### src/rtl/ppi_rw_control.sv
// PPI read/write control: synchronises host strobes, decodes port/control writes, drives buffer direction.
// Optional macro PPI_CTRL_READBACK_EN: an addr-3 read drives the control word back onto PD.
module ppi_rw_control #(
  parameter int unsigned SYNC_STAGES = 2,
  parameter logic [7:0]  CW_RESET    = 8'h9B
) (
  input  logic       clk,
  input  logic       rst_n,
  input  logic       CS_n,
  input  logic       RD_n,
  input  logic       WR_n,
  input  logic [1:0] A,
  input  logic [7:0] DIN,
  output logic       bus_drive,
  output logic [1:0] rd_sel,
  output logic [7:0] wr_data,
  output logic [2:0] port_wr,
  output logic [7:0] ctrl_word,
  output logic       mode_set,
  output logic       bsr_pulse,
  output logic [2:0] bsr_bit,
  output logic       bsr_val,
  output logic       bus_err
);

  localparam int unsigned AW = 2;
  localparam int unsigned DW = 8;

  typedef enum logic [1:0] {IDLE, WRITE, READ, ERROR} state_t;

  state_t state_q, state_d;

  logic [SYNC_STAGES-1:0]         cs_n_sr, rd_n_sr, wr_n_sr;
  logic [SYNC_STAGES-1:0][AW-1:0] a_sr;
  logic                           cs, rd, wr;
  logic [AW-1:0]                  a;

  logic [AW-1:0] hold_addr;
  logic [DW-1:0] hold_data;
  logic          hold_en;
  logic          commit;
  logic          addr_ok;

  logic          bus_drive_d;
  logic [1:0]    rd_sel_d;
  logic [DW-1:0] wr_data_d;
  logic [2:0]    port_wr_d;
  logic [DW-1:0] ctrl_word_d;
  logic          mode_set_d;
  logic          bsr_pulse_d;
  logic [2:0]    bsr_bit_d;
  logic          bsr_val_d;
  logic          bus_err_d;

  // Strobe/address synchronisers; strobes idle high, address idles at 0
  always_ff @(posedge clk or negedge rst_n) begin
    if (!rst_n) begin
      cs_n_sr <= '1;
      rd_n_sr <= '1;
      wr_n_sr <= '1;
      a_sr    <= '0;
    end else begin
      cs_n_sr <= {cs_n_sr[SYNC_STAGES-2:0], CS_n};
      rd_n_sr <= {rd_n_sr[SYNC_STAGES-2:0], RD_n};
      wr_n_sr <= {wr_n_sr[SYNC_STAGES-2:0], WR_n};
      a_sr    <= {a_sr[SYNC_STAGES-2:0], A};
    end
  end

  assign cs = ~cs_n_sr[SYNC_STAGES-1];
  assign rd = ~rd_n_sr[SYNC_STAGES-1];
  assign wr = ~wr_n_sr[SYNC_STAGES-1];
  assign a  = a_sr[SYNC_STAGES-1];

`ifdef PPI_CTRL_READBACK_EN
  assign addr_ok = 1'b1;
`else
  assign addr_ok = (a != 2'd3);
`endif

  always_ff @(posedge clk or negedge rst_n) begin
    if (!rst_n) state_q <= IDLE;
    else        state_q <= state_d;
  end

  // Next state plus next values of every registered output
  always_comb begin
    state_d     = state_q;
    commit      = 1'b0;
    bus_drive_d = 1'b0;
    rd_sel_d    = rd_sel;
    wr_data_d   = wr_data;
    port_wr_d   = 3'b000;
    ctrl_word_d = ctrl_word;
    mode_set_d  = 1'b0;
    bsr_pulse_d = 1'b0;
    bsr_bit_d   = bsr_bit;
    bsr_val_d   = bsr_val;

    unique case (state_q)
      IDLE: begin
        if (cs && rd && wr)  state_d = ERROR;
        else if (cs && wr)   state_d = WRITE;
        else if (cs && rd)   state_d = READ;
      end
      WRITE: begin
        if (rd)              state_d = ERROR;
        else if (!cs)        state_d = IDLE;
        else if (!wr) begin
          state_d = IDLE;
          commit  = 1'b1;
        end
      end
      READ: begin
        if (wr)              state_d = ERROR;
        else if (!cs || !rd) state_d = IDLE;
      end
      ERROR: begin
        if (!cs && !rd && !wr) state_d = IDLE;
      end
      default: state_d = IDLE;
    endcase

    // Capture on entry as well so a one-cycle write still holds a byte
    hold_en = (state_d == WRITE);

    if (commit) begin
      wr_data_d = hold_data;
      if (hold_addr != 2'd3) begin
        port_wr_d = 3'b001 << hold_addr;
      end else if (hold_data[7]) begin
        ctrl_word_d = hold_data;
        mode_set_d  = 1'b1;
      end else begin
        bsr_pulse_d = 1'b1;
        bsr_bit_d   = hold_data[3:1];
        bsr_val_d   = hold_data[0];
      end
    end

    if (state_d == READ && addr_ok) begin
      bus_drive_d = 1'b1;
      rd_sel_d    = a;
    end

    bus_err_d = bus_err | (state_d == ERROR);
  end

  always_ff @(posedge clk or negedge rst_n) begin
    if (!rst_n) begin
      hold_addr <= '0;
      hold_data <= '0;
    end else if (hold_en) begin
      hold_addr <= a;
      hold_data <= DIN;
    end
  end

  always_ff @(posedge clk or negedge rst_n) begin
    if (!rst_n) begin
      bus_drive <= 1'b0;
      rd_sel    <= '0;
      wr_data   <= '0;
      port_wr   <= '0;
      ctrl_word <= CW_RESET;
      mode_set  <= 1'b0;
      bsr_pulse <= 1'b0;
      bsr_bit   <= '0;
      bsr_val   <= 1'b0;
      bus_err   <= 1'b0;
    end else begin
      bus_drive <= bus_drive_d;
      rd_sel    <= rd_sel_d;
      wr_data   <= wr_data_d;
      port_wr   <= port_wr_d;
      ctrl_word <= ctrl_word_d;
      mode_set  <= mode_set_d;
      bsr_pulse <= bsr_pulse_d;
      bsr_bit   <= bsr_bit_d;
      bsr_val   <= bsr_val_d;
      bus_err   <= bus_err_d;
    end
  end

endmodule

### config.mk
export PLATFORM = sky130hd
export DESIGN_NAME = ppi_rw_control
export DESIGN_NICKNAME = d
export VERILOG_FILES = /design/src/rtl/ppi_rw_control.sv
export SDC_FILE = /design/constraint.sdc
export NUM_CORES = 1
export LEC_CHECK = 0
export BUFFER_PORTS_ARGS = -buffer_cell sky130_fd_sc_hd__buf_4
export CAP_MARGIN = 10
export CORE_MARGIN = 2
export CORE_UTILIZATION = 50
export DETAILED_ROUTE_END_ITERATION = 8
export PLACE_DENSITY = 0.76
export SYNTH_ARGS = -nofsm -noshare
export SYNTH_HDL_FRONTEND = slang
export SYNTH_SLANG_ARGS = --single-unit
export TNS_END_PERCENT = 100
### constraint.sdc
create_clock -name clk -period 1.65 [get_ports clk]
set_input_delay 0.0825 -clock clk [delete_from_list [all_inputs] [get_ports clk]]
set_output_delay 0.0825 -clock clk [all_outputs]
set_load 0.1 [all_outputs]
==> results of run 1 <==
power by group through the flow:
stage               Combinational (mW)  Clock [mW]  Sequential (mW)
floorplan                        0.250           0             2.34
global placement                  1.25           0             1.60
detailed placement                1.26           0             1.62
CTS                               1.28       0.846             1.59
global route                      1.31       0.921             1.63
finish                            1.27       0.828             1.59
placed cells by master, fill, tap and decap left out, drive strengths merged, types with 3 or more instances in the layout:
| cell | synthesis | routed |
|---|---|---|
| buf | 3 | 45 |
| clkbuf | 0 | 5 |
| dfrtp | 40 | 40 |
| dfstp | 10 | 10 |
| dlygate4sd3 | 0 | 7 |
| mux2 | 29 | 29 |
| nor2 | 4 | 4 |
| o21ai | 3 | 3 |
layer usage:
layer  up-vias  GRT usage [%]
li1        497              -
met1       551           23.8
met2        28           25.8
met5         -              0
met3         5           5.90
met4         0           7.98
worst max-delay path by stage:
stage | to | depth (start not counted)
CTS | hold_data[2] | 3
detailed placement | wr_data[2] | 3
finish | rd_sel[0] | 3
global placement | wr_data[1] | 3
floorplan | wr_data[1] | 4
global route | rd_sel[0] | 3
sequential cells by signal, summed over array words and instances (netlist names):
signal     count
hold_data      8
wr_data        8
ctrl_word      7
bsr_bit        3
port_wr        3
a              2
a_sr           2
cs_n_sr        2
hold_addr      2
rd_n_sr        2
rd_sel         2
state_q        2
wr_n_sr        2
bsr_pulse      1
bsr_val        1
bus_drive      1
bus_err        1
mode_set       1
area by class of cell:
type                       instances  area [µm²]  area share, %
timing repair buffer              52         408           17.0
clock buffer                       5        68.8           2.87
clock inverter                     3        40.0           1.67
inverter                           2        7.51          0.313
sequential                        50        1260           52.7
multi-input combinational         55         551           23.0
tap                               48        60.1           2.50
logic make-up (layout without fill, tap and decap cells):
| kind of cell | Yosys count | after routing | share of synthesized area [%] |
|---|---|---|---|
| buf+inv | 5 | 62 | 1.70 |
| compound gates | 9 | 9 | 3.33 |
| mux | 29 | 29 | 19.2 |
| simple gates | 16 | 16 | 6.87 |
| other cells | 1 | 1 | 0.204 |
| flops | 50 | 50 | 68.7 |
==> qor.txt, run 1 <==
========================================================================================
Status                                                                      finished, final reports clean
RSZ-0062 raised after global routing                                               false
Detailed-route DRC error count                                                         0
Relative slew slack                                                                60.8%
Met2 wire length                                                                 1620 µm
Max incr delay on CP                                                             0.61 ns
Cell breakdown of the critical path                                         or4b_1 > nor2_1 > o22a_1
Synth area leaders                                                          sky130_fd_sc_hd__dfrtp_1 54%, sky130_fd_sc_hd__dfstp_2 14%, sky130_fd_sc_hd__mux2_2 13%
Clock Tree Root                                                             sky130_fd_sc_hd__clkbuf_8
Final critical path time including I/O delays and setup                          1.57 ns
Initial core utilization                                                           51.0%
Arr. time, crit path                                                             1.80 ns
Cell count after placement                                                           200
Routed length per placed instance                                                15.1 µm
# diodes                                                                               0
Overall track demand over capacity in global routing                               17.5%
Die X                                                                            64.7 µm
Post-route worst hold slack                                                    0.0184 ns
Area share of the largest cell type after synthesis                                54.4%
Register-to-register setup slack                                                 0.08 ns
Count of state elements after synthesis                                               50
Sum of met3 wire segment lengths after detailed routing                           117 µm
Count of mapped cells out of synthesis                                               110
Total nets after synthesis                                                           125
CP Launch Point                                                               wr_n_sr[1]
Static leakage                                                                   1.17 nW
Finish-stage setup viols                                                               0
HP Start                                                                          DIN[5]
Worst Hold End                                                              hold_data[5]
Smallest setup slack after layout                                              0.0847 ns
Most frequent cells after synthesis                                         40 x sky130_fd_sc_hd__dfrtp_1, 22 x sky130_fd_sc_hd__mux2_2, 10 x sky130_fd_sc_hd__dfstp_2, 7 x sky130_fd_sc_hd__mux2_4
Final weighted congestion of routability-driven global placement                   0.761
Per-instance average area after synthesis                                       16.7 µm²
Cts repair resizes                                                                     0
Core area                                                                       3610 µm²
Library cell with the largest summed area after synthesis                   sky130_fd_sc_hd__dfrtp_1
Critical path startpoint category                                                   flop
Cell Count, Final, Fillers Out                                                       215
Post-route core utilization                                                        66.5%
Final-report max-slew violation count                                                  0
Portion of the clock cycle consumed by the worst path in the final layout          94.9%
Initial antenna violation count                                                        0
Maximum operating frequency                                                      639 MHz
Placed cell areas                                                               2220 µm²
Switching pwr                                                                    1.46 mW
Proportion of power drawn by flip-flops and latches                                43.1%
Worst Hold Depth                                                                       2
TritonCTS sink count                                                                  50
Max Fanout on Critical Path                                                            6
Total routed wire length on the met1 layer                                       1430 µm
CTS H-Tree Depth                                                                       2
Post-route cell area                                                            2400 µm²
Synth async-reset ratio                                                             100%
Max-capacitance violation count                                                        0
Total chip power                                                                 3.70 mW
Number of unique standard cell types used by synthesis                                27
Largest net degree at the start of global routing                                     51
WP buf/inv                                                                             0
Measured slew at the worst slew-check pin                                       0.588 ns
Worst r2r dst                                                                  rd_sel[0]
Kind of end point of the critical path                                              flop
Count of port buffers added during placement                                          42
Final ANT Viol Nets                                                                    0
Clock tree skew after final layout                                            0.00667 ns
Clock-pin slew of the registers on the worst-case setup and hold paths           0.09 ns
Post-DR vias/cell                                                                   5.03
Global-route wire length before repair                                           5330 µm
Final-layout setup total negative slack                                             0 ns
Number of vias in the routed layout                                                1,081
Via count of the first global-routing pass                                         1,077
Type of the setup path with the least slack                                 flop to flop
Number of buffers added by the clock tree synthesis step                               5
Area delta synth->final                                                            30.4%
TritonCTS clock tree                                                                done
Critical path's top delay family                                            simple AND/OR/NAND/NOR gates
Peak ir drop on the vdd network                                                   648 µV
Most used flip-flop cell after synthesis                                    sky130_fd_sc_hd__dfrtp_1
Most common cell in the netlist                                             sky130_fd_sc_hd__dfrtp_1
HPWL Detailed                                                                    2110 µm
Final layout net count                                                               181
Yosys Warn Count                                                                       0
Buffer levels on the longest clock path                                                2
Number of filler cells placed in the layout                                          259
Proportion of synthesized chip area in sequential cells                            68.7%
CP Data Required Time                                                            1.89 ns
Hold Vio Cnt, Final                                                                    0
R2R Path Start                                                                wr_n_sr[1]
Final routed wirelength across all metal layers                                  3240 µm
Die Height                                                                       64.7 µm
Top Layer Used                                                                      met4
Tightest Hold Check Type                                                    primary input to flop
Net switching fraction of the power                                                39.5%
Power per Cell Area                                                          1540 nW/µm²
Placement-stage worst setup slack                                               0.148 ns
Number of rows in the core area                                                       22
I/O Pins                                                                              44
Depth of the worst register-to-register path                                           3
Cell-internal power                                                              2.23 mW
Share of cells above drive strength 1                                              57.5%
Overall overflow remaining after global route                                          0
Cell area after technology mapping                                              1840 µm²
Crit path max-delay cell type                                               sky130_fd_sc_hd__dfstp_2
Number of flops mapped to enable cells by yosys                                        0
First-pass detailed-route iteration total                                              4
Clock power frac                                                                   22.4%
Area of the die                                                                 4180 µm²
Clock latency reported for the late side of the worst-skew pair                  0.30 ns
Number of DRC markers in iteration 0                                                  39
Setup Buffers After CTS                                                                0
Hold_buf cts                                                                           6
Comb pwr share                                                                     34.5%
========================================================================================
(Power assumes the default switching activity.)
==> inputs of run 2 (changes only) <==
Settings changed: CELL_PAD_IN_SITES_DETAIL_PLACEMENT set to 2, CELL_PAD_IN_SITES_GLOBAL_PLACEMENT set to 2, CORE_ASPECT_RATIO set to 1.25, CORE_MARGIN 2 to 5, CORE_UTILIZATION 50 to 36, PLACE_DENSITY 0.76 to 0.78.
==> run 2 against run 1 <==
Effect of this change:
- sequential power about the same
- count of clock-buffer cells in the layout increased by 2
- worst setup slack better by 0.014 ns
- final area up 1.6%
- core utilization fell by 18 points
- first-iteration DRC count did not move
- clock power is 13% lower
- cell count grew 7.4%
- critical path depth unchanged
- register-to-register slack barely moved
- critical path type unchanged
==> qor.txt, run 2 (synthesis gave the netlist of run 1 again) <==
========================================================================================
Status                                                                      finished, final reports clean
Clock-pin slew of the registers on the worst-case setup and hold paths           0.09 ns   about the same
RSZ-0062 raised after global routing                                               false
Regs by FF count                                                            hold_data x8, wr_data x8, ctrl_word x7
# diodes                                                                               0   unchanged
Final layout net count                                                               183   +1.1%
Via count of the first global-routing pass                                         1,322   +23%
Hold Vio Cnt, Final                                                                    0   unchanged
Type of the setup path with the least slack                                 flop to flop
Initial core utilization                                                           36.7%   -14 points
Die X                                                                            73.9 µm   +14%
Overall track demand over capacity in global routing                               14.0%   -3.5 points
Detailed-route DRC error count                                                         0   unchanged
Final ANT Viol Nets                                                                    0   unchanged
Number of vias in the routed layout                                                1,122   +3.8%
Portion of the clock cycle consumed by the worst path in the final layout          94.0%   -0.84 points
Sum of met3 wire segment lengths after detailed routing                           167 µm   +43%
Global-route wire length before repair                                           6870 µm   +29%
Max-capacitance violation count                                                        0   unchanged
Area of the die                                                                 6650 µm²   +59%
R2R Path Start                                                                wr_n_sr[1]
Top Layer Used                                                                      met4
I/O Pins                                                                              44   unchanged
Final-layout setup total negative slack                                             0 ns   unchanged
Arr. time, crit path                                                             1.74 ns   -0.06 ns
Maximum operating frequency                                                      645 MHz   +0.89%
Number of filler cells placed in the layout                                          467   +80%
Cell breakdown of the critical path                                         nand4bb_4 > or2_4 > mux2_4
CTS H-Tree Depth                                                                       2   unchanged
Number of DRC markers in iteration 0                                                  39   unchanged
Final routed wirelength across all metal layers                                  4190 µm   +29%
Tightest Hold Check Type                                                    primary input to flop
Relative slew slack                                                                59.3%   -1.5 points
Share of cells above drive strength 1                                              56.8%   -0.68 points
Register-to-register setup slack                                                  0.1 ns   about the same
Clock latency reported for the late side of the worst-skew pair                  0.31 ns   about the same
Overall overflow remaining after global route                                          0   unchanged
Worst Hold End                                                              hold_data[4]
Met2 wire length                                                                 2370 µm   +46%
Worst r2r dst                                                                 wr_data[3]
Crit path max-delay cell type                                               sky130_fd_sc_hd__dfstp_2
Clock Tree Root                                                             sky130_fd_sc_hd__clkbuf_8
Initial antenna violation count                                                        0   unchanged
Worst Hold Depth                                                                       2   unchanged
Commonest non-fill, non-tap cells in the layout                             45 x sky130_fd_sc_hd__buf_4, 40 x sky130_fd_sc_hd__dfrtp_1, 22 x sky130_fd_sc_hd__mux2_2
Post-route core utilization                                                        48.7%   -18 points
Finish-stage setup viols                                                               0   unchanged
Static leakage                                                                   1.17 nW   +0.71%
Setup Buffers After CTS                                                                0   unchanged
Critical path startpoint category                                                   flop
Final critical path time including I/O delays and setup                          1.55 ns   -0.0138 ns
Total routed wire length on the met1 layer                                       1530 µm   +6.9%
Kind of end point of the critical path                                              flop
Die Height                                                                       89.9 µm   +39%
Measured slew at the worst slew-check pin                                       0.610 ns   +0.0220 ns
Final-report max-slew violation count                                                  0   unchanged
Critical path's top delay family                                              flip-flops
Peak ir drop on the vdd network                                                   605 µV   -6.6%
Clock tree skew after final layout                                            0.00996 ns   +0.00329 ns
Max Fanout on Critical Path                                                           11   +5
TritonCTS clock tree                                                                done
Power per Cell Area                                                          1490 nW/µm²   -3.3%
WP buf/inv                                                                             0   unchanged
Count of port buffers added during placement                                          42   unchanged
Routed length per placed instance                                                18.1 µm   +20%
Max incr delay on CP                                                             0.63 ns   +0.02 ns
Post-DR vias/cell                                                                   4.86   -3.4%
Number of buffers added by the clock tree synthesis step                               5   unchanged
Largest net degree at the start of global routing                                     51   unchanged
Area delta synth->final                                                            32.5%
Number of rows in the core area                                                       29   +32%
TritonCTS sink count                                                                  50   unchanged
Buffer levels on the longest clock path                                                2   unchanged
Final weighted congestion of routability-driven global placement                   0.729   -4.2%
CP Data Required Time                                                            1.84 ns   -0.05 ns
Depth of the worst register-to-register path                                           3   unchanged
First-pass detailed-route iteration total                                              4   unchanged
HP Start                                                                          DIN[4]
Core area                                                                       5010 µm²   +39%
Most common library cell in the layout ignoring fill and taps               sky130_fd_sc_hd__buf_4
HPWL Detailed                                                                    3050 µm   +45%
========================================================================================
[run 2: final cells by class]
| class | instances | area, µm² | share of cell area, % |
|---|---|---|---|
| clock buffers | 7 | 86.3 | 3.54 |
| clock inverters | 1 | 5.00 | 0.205 |
| inverters | 2 | 7.51 | 0.308 |
| multi-input cells | 55 | 559 | 22.9 |
| flip-flops and latches | 50 | 1260 | 51.8 |
| well taps | 62 | 77.6 | 3.18 |
| repair buffers | 54 | 438 | 18.0 |
[run 2: worst reg2reg max path, stage by stage (launching register included)]
cell and delay [ns]:
sky130_fd_sc_hd__dfstp_2 0.63, sky130_fd_sc_hd__nand4bb_4 0.15, sky130_fd_sc_hd__or2_4 0.34, sky130_fd_sc_hd__mux2_4 0.33
[run 2: layer usage]
layer	up-vias	track usage [%]
li1	502	-
met1	583	14.6
met2	28	24.6
met3	9	3.57
met4	0	7.85
met5	-	0
[run 2: metrics by stage]
step / cells / area (µm²) / hold WS [ns] / power, mW / setup WS (ns)
2_1_floorplan: 110 / 1840 / -0.213 / 2.59 / 0.166
3_3_place_gp: 215 / 2260 / 0.126 / 2.87 / 0.155
3_5_place_dp: 215 / 2260 / 0.143 / 2.93 / 0.0569
4_1_cts: 231 / 2430 / 0.00153 / 3.69 / 0.0407
5_1_grt: 231 / 2440 / 0.00312 / 3.80 / 0.0432
6_report: 231 / 2440 / 0.0173 / 3.63 / 0.0986
[run 2: worst max-delay path by stage]
stage,from,end,slack (ns),cells after the start
3_5_place_dp,rd_n_sr[1],hold_data[1],0.06,3
5_1_grt,rd_n_sr[1],hold_data[0],0.04,3
2_1_floorplan,wr_n_sr[1],wr_data[1],0.17,4
6_report,wr_n_sr[1],wr_data[3],0.1,3
4_1_cts,rd_n_sr[1],hold_data[1],0.04,3
3_3_place_gp,wr_n_sr[1],wr_data[6],0.15,3
[run 2: timing repair]
item | in CTS | in global routing
resized for setup | 0 | 1
hold endpoints to repair | 47 | 0
hold buffers | 8 | 0
endpoints found under the setup margin | 0 | 10
[run 2: report_power, final]
group | switching [mW] | leakage (nW) | internal (mW)
clock network | 0.382 | 0.0482 | 0.339
logic | 0.937 | 0.513 | 0.358
registers | 0.182 | 0.613 | 1.43
==> inputs of run 3 (changes only) <==
Settings changed: CTS_CLUSTER_SIZE set to 12, RECOVER_POWER set to 100.
==> run 3 against run 2 <==
Effect of this change:
- power shrank 3.5%
- clock power is essentially flat
- final area shrank 4.1%
- flip-flop and latch count is the same
- sequential power is essentially flat
- fmax shrank 1.5%
- count of clock-buffer cells in the layout is the same
- largest cell class unchanged
==> qor.txt, run 3 (synthesis gave the netlist of run 1 again) <==
========================================================================================
Final routed wirelength across all metal layers                                  4160 µm   -0.64%
Initial antenna violation count                                                        0   unchanged
Area delta synth->final                                                            27.1%
Status                                                                      finished, final reports clean
Worst Hold Depth                                                                       2   unchanged
CP Data Required Time                                                            1.83 ns   about the same
First-pass detailed-route iteration total                                              4   unchanged
Register-to-register setup slack                                                 0.08 ns   -0.02 ns
Final critical path time including I/O delays and setup                          1.57 ns   +0.0229 ns
Die X                                                                            73.9 µm   unchanged
Peak ir drop on the vdd network                                                   587 µV   -2.9%
Largest net degree at the start of global routing                                     51   unchanged
Max Fanout on Critical Path                                                           11   unchanged
Via count of the first global-routing pass                                         1,322   unchanged
Worst Hold End                                                              hold_data[4]
Static leakage                                                                   1.12 nW   -4.3%
Final ANT Viol Nets                                                                    0   unchanged
Number of vias in the routed layout                                                1,122   unchanged
I/O Pins                                                                              44   unchanged
Portion of the clock cycle consumed by the worst path in the final layout          95.4%   +1.4 points
Hold Vio Cnt, Final                                                                    0   unchanged
Commonest non-fill, non-tap cells in the layout                             40 x sky130_fd_sc_hd__dfrtp_1, 29 x sky130_fd_sc_hd__clkbuf_2, 22 x sky130_fd_sc_hd__mux2_2
Number of rows in the core area                                                       29   unchanged
Routed length per placed instance                                                18.0 µm   -0.64%
Detailed-route DRC error count                                                         0   unchanged
Overall track demand over capacity in global routing                               14.0%   unchanged
Maximum operating frequency                                                      635 MHz   -1.5%
Share of cells above drive strength 1                                              52.7%   -4.1 points
RSZ-0062 raised after global routing                                               false
Post-route cell area                                                            2340 µm²   -4.1%
CTS H-Tree Depth                                                                       2   unchanged
HP Start                                                                          DIN[4]
Worst r2r dst                                                                 wr_data[3]
Final-layout setup total negative slack                                             0 ns   unchanged
R2R Path Start                                                                wr_n_sr[1]
Area of the die                                                                 6650 µm²   unchanged
Die Height                                                                       89.9 µm   unchanged
Clock Tree Root                                                             sky130_fd_sc_hd__clkbuf_8
Type of the setup path with the least slack                                 flop to flop
Finish-stage setup viols                                                               0   unchanged
Clock tree skew after final layout                                            0.00897 ns   -0.000992 ns
Power per Cell Area                                                          1500 nW/µm²   +0.56%
Arr. time, crit path                                                             1.76 ns   +0.02 ns
Most common library cell in the layout ignoring fill and taps               sky130_fd_sc_hd__dfrtp_1
Count of port buffers added during placement                                          42   unchanged
Number of DRC markers in iteration 0                                                  38   -2.6%
Tightest Hold Check Type                                                    primary input to flop
TritonCTS clock tree                                                                done
# diodes                                                                               0   unchanged
Max-capacitance violation count                                                        0   unchanged
Critical path startpoint category                                                   flop
Final weighted congestion of routability-driven global placement                   0.729   unchanged
Clock-pin slew of the registers on the worst-case setup and hold paths           0.09 ns   about the same
HPWL Detailed                                                                    3050 µm   unchanged
Relative slew slack                                                                20.6%   -39 points
Measured slew at the worst slew-check pin                                        1.19 ns   +0.581 ns
Initial core utilization                                                           36.7%   unchanged
TritonCTS sink count                                                                  50   unchanged
Number of buffers added by the clock tree synthesis step                               5   unchanged
Final layout net count                                                               183   unchanged
Final-report max-slew violation count                                                  0   unchanged
Placed cell areas                                                               2260 µm²   unchanged
Core area                                                                       5010 µm²   unchanged
Post-DR vias/cell                                                                   4.86   unchanged
Setup Buffers After CTS                                                                0   unchanged
Depth of the worst register-to-register path                                           3   unchanged
Clock latency reported for the late side of the worst-skew pair                  0.31 ns   about the same
Regs by FF count                                                            hold_data x8, wr_data x8, ctrl_word x7
Kind of end point of the critical path                                              flop
Global-route wire length before repair                                           6870 µm   unchanged
Buffer levels on the longest clock path                                                2   unchanged
Overall overflow remaining after global route                                          0   unchanged
========================================================================================
## run 3: area by class of cell
| cell class | count | area (µm²) |
|---|---|---|
| Timing Repair Buffer | 54 | 365 |
| Clock buffer | 7 | 86.3 |
| Tap cell | 62 | 77.6 |
| Clock inverter | 1 | 5.00 |
| Inverter | 2 | 7.51 |
| Sequential cell | 50 | 1260 |
| Fill cell | 496 | 2670 |
| Multi-Input combinational cell | 55 | 533 |
## run 3: per-stage QoR
stage / hold slack, ns / cells / total power [mW] / util (%) / setup WS [ns]
5_1_grt: 0.00312 / 231 / 3.67 / 46.7 / 0.0373
6_report: 0.0165 / 231 / 3.50 / 46.7 / 0.0757
4_1_cts: 0.00153 / 231 / 3.69 / 48.5 / 0.0407
3_5_place_dp: 0.143 / 215 / 2.93 / 45.1 / 0.0569
2_1_floorplan: -0.213 / 110 / 2.59 / - / 0.166
3_3_place_gp: 0.126 / 215 / 2.87 / 45.1 / 0.155
## run 3: power by group
part / switching (mW) / total [mW] / internal [mW]
clock network: 0.380 / 0.719 / 0.338
logic: 0.937 / 1.18 / 0.242
registers: 0.173 / 1.61 / 1.43
total: 1.49 / 3.50 / 2.01
## run 3: how the worst max path moves through the flow
| stage | start | endpoint | slack (ns) | depth (start not counted) |
|---|---|---|---|---|
| 5_1_grt | wr_n_sr[1] | wr_data[3] | 0.04 | 3 |
| 3_3_place_gp | wr_n_sr[1] | wr_data[6] | 0.15 | 3 |
| 6_report | wr_n_sr[1] | wr_data[3] | 0.08 | 3 |
| 4_1_cts | rd_n_sr[1] | hold_data[1] | 0.04 | 3 |
| 3_5_place_dp | rd_n_sr[1] | hold_data[1] | 0.06 | 3 |
| 2_1_floorplan | wr_n_sr[1] | wr_data[1] | 0.17 | 4 |
## run 3: repair_timing
item	4_1_cts	5_1_grt
resized for setup	0	1
hold buffers	8	0
endpoints found under the setup margin	0	10
hold endpoints to repair	47	0
## run 3: per-layer routing
metal	part of all wire [%]	track usage, %	routed length [µm]	up-vias
li1	-	-	-	503
met1	37	14.6	1520	582
met2	56	24.6	2330	28
met3	4.2	3.57	173	9
met4	3.2	7.85	134	0
met5	0	0	0	-
## run 3: worst max-delay path, cell delays in order (launching register included)
cell,delay (ns)
sky130_fd_sc_hd__dfstp_2,0.63
sky130_fd_sc_hd__nand4bb_4,0.15
sky130_fd_sc_hd__or2_4,0.33
sky130_fd_sc_hd__mux2_1,0.35
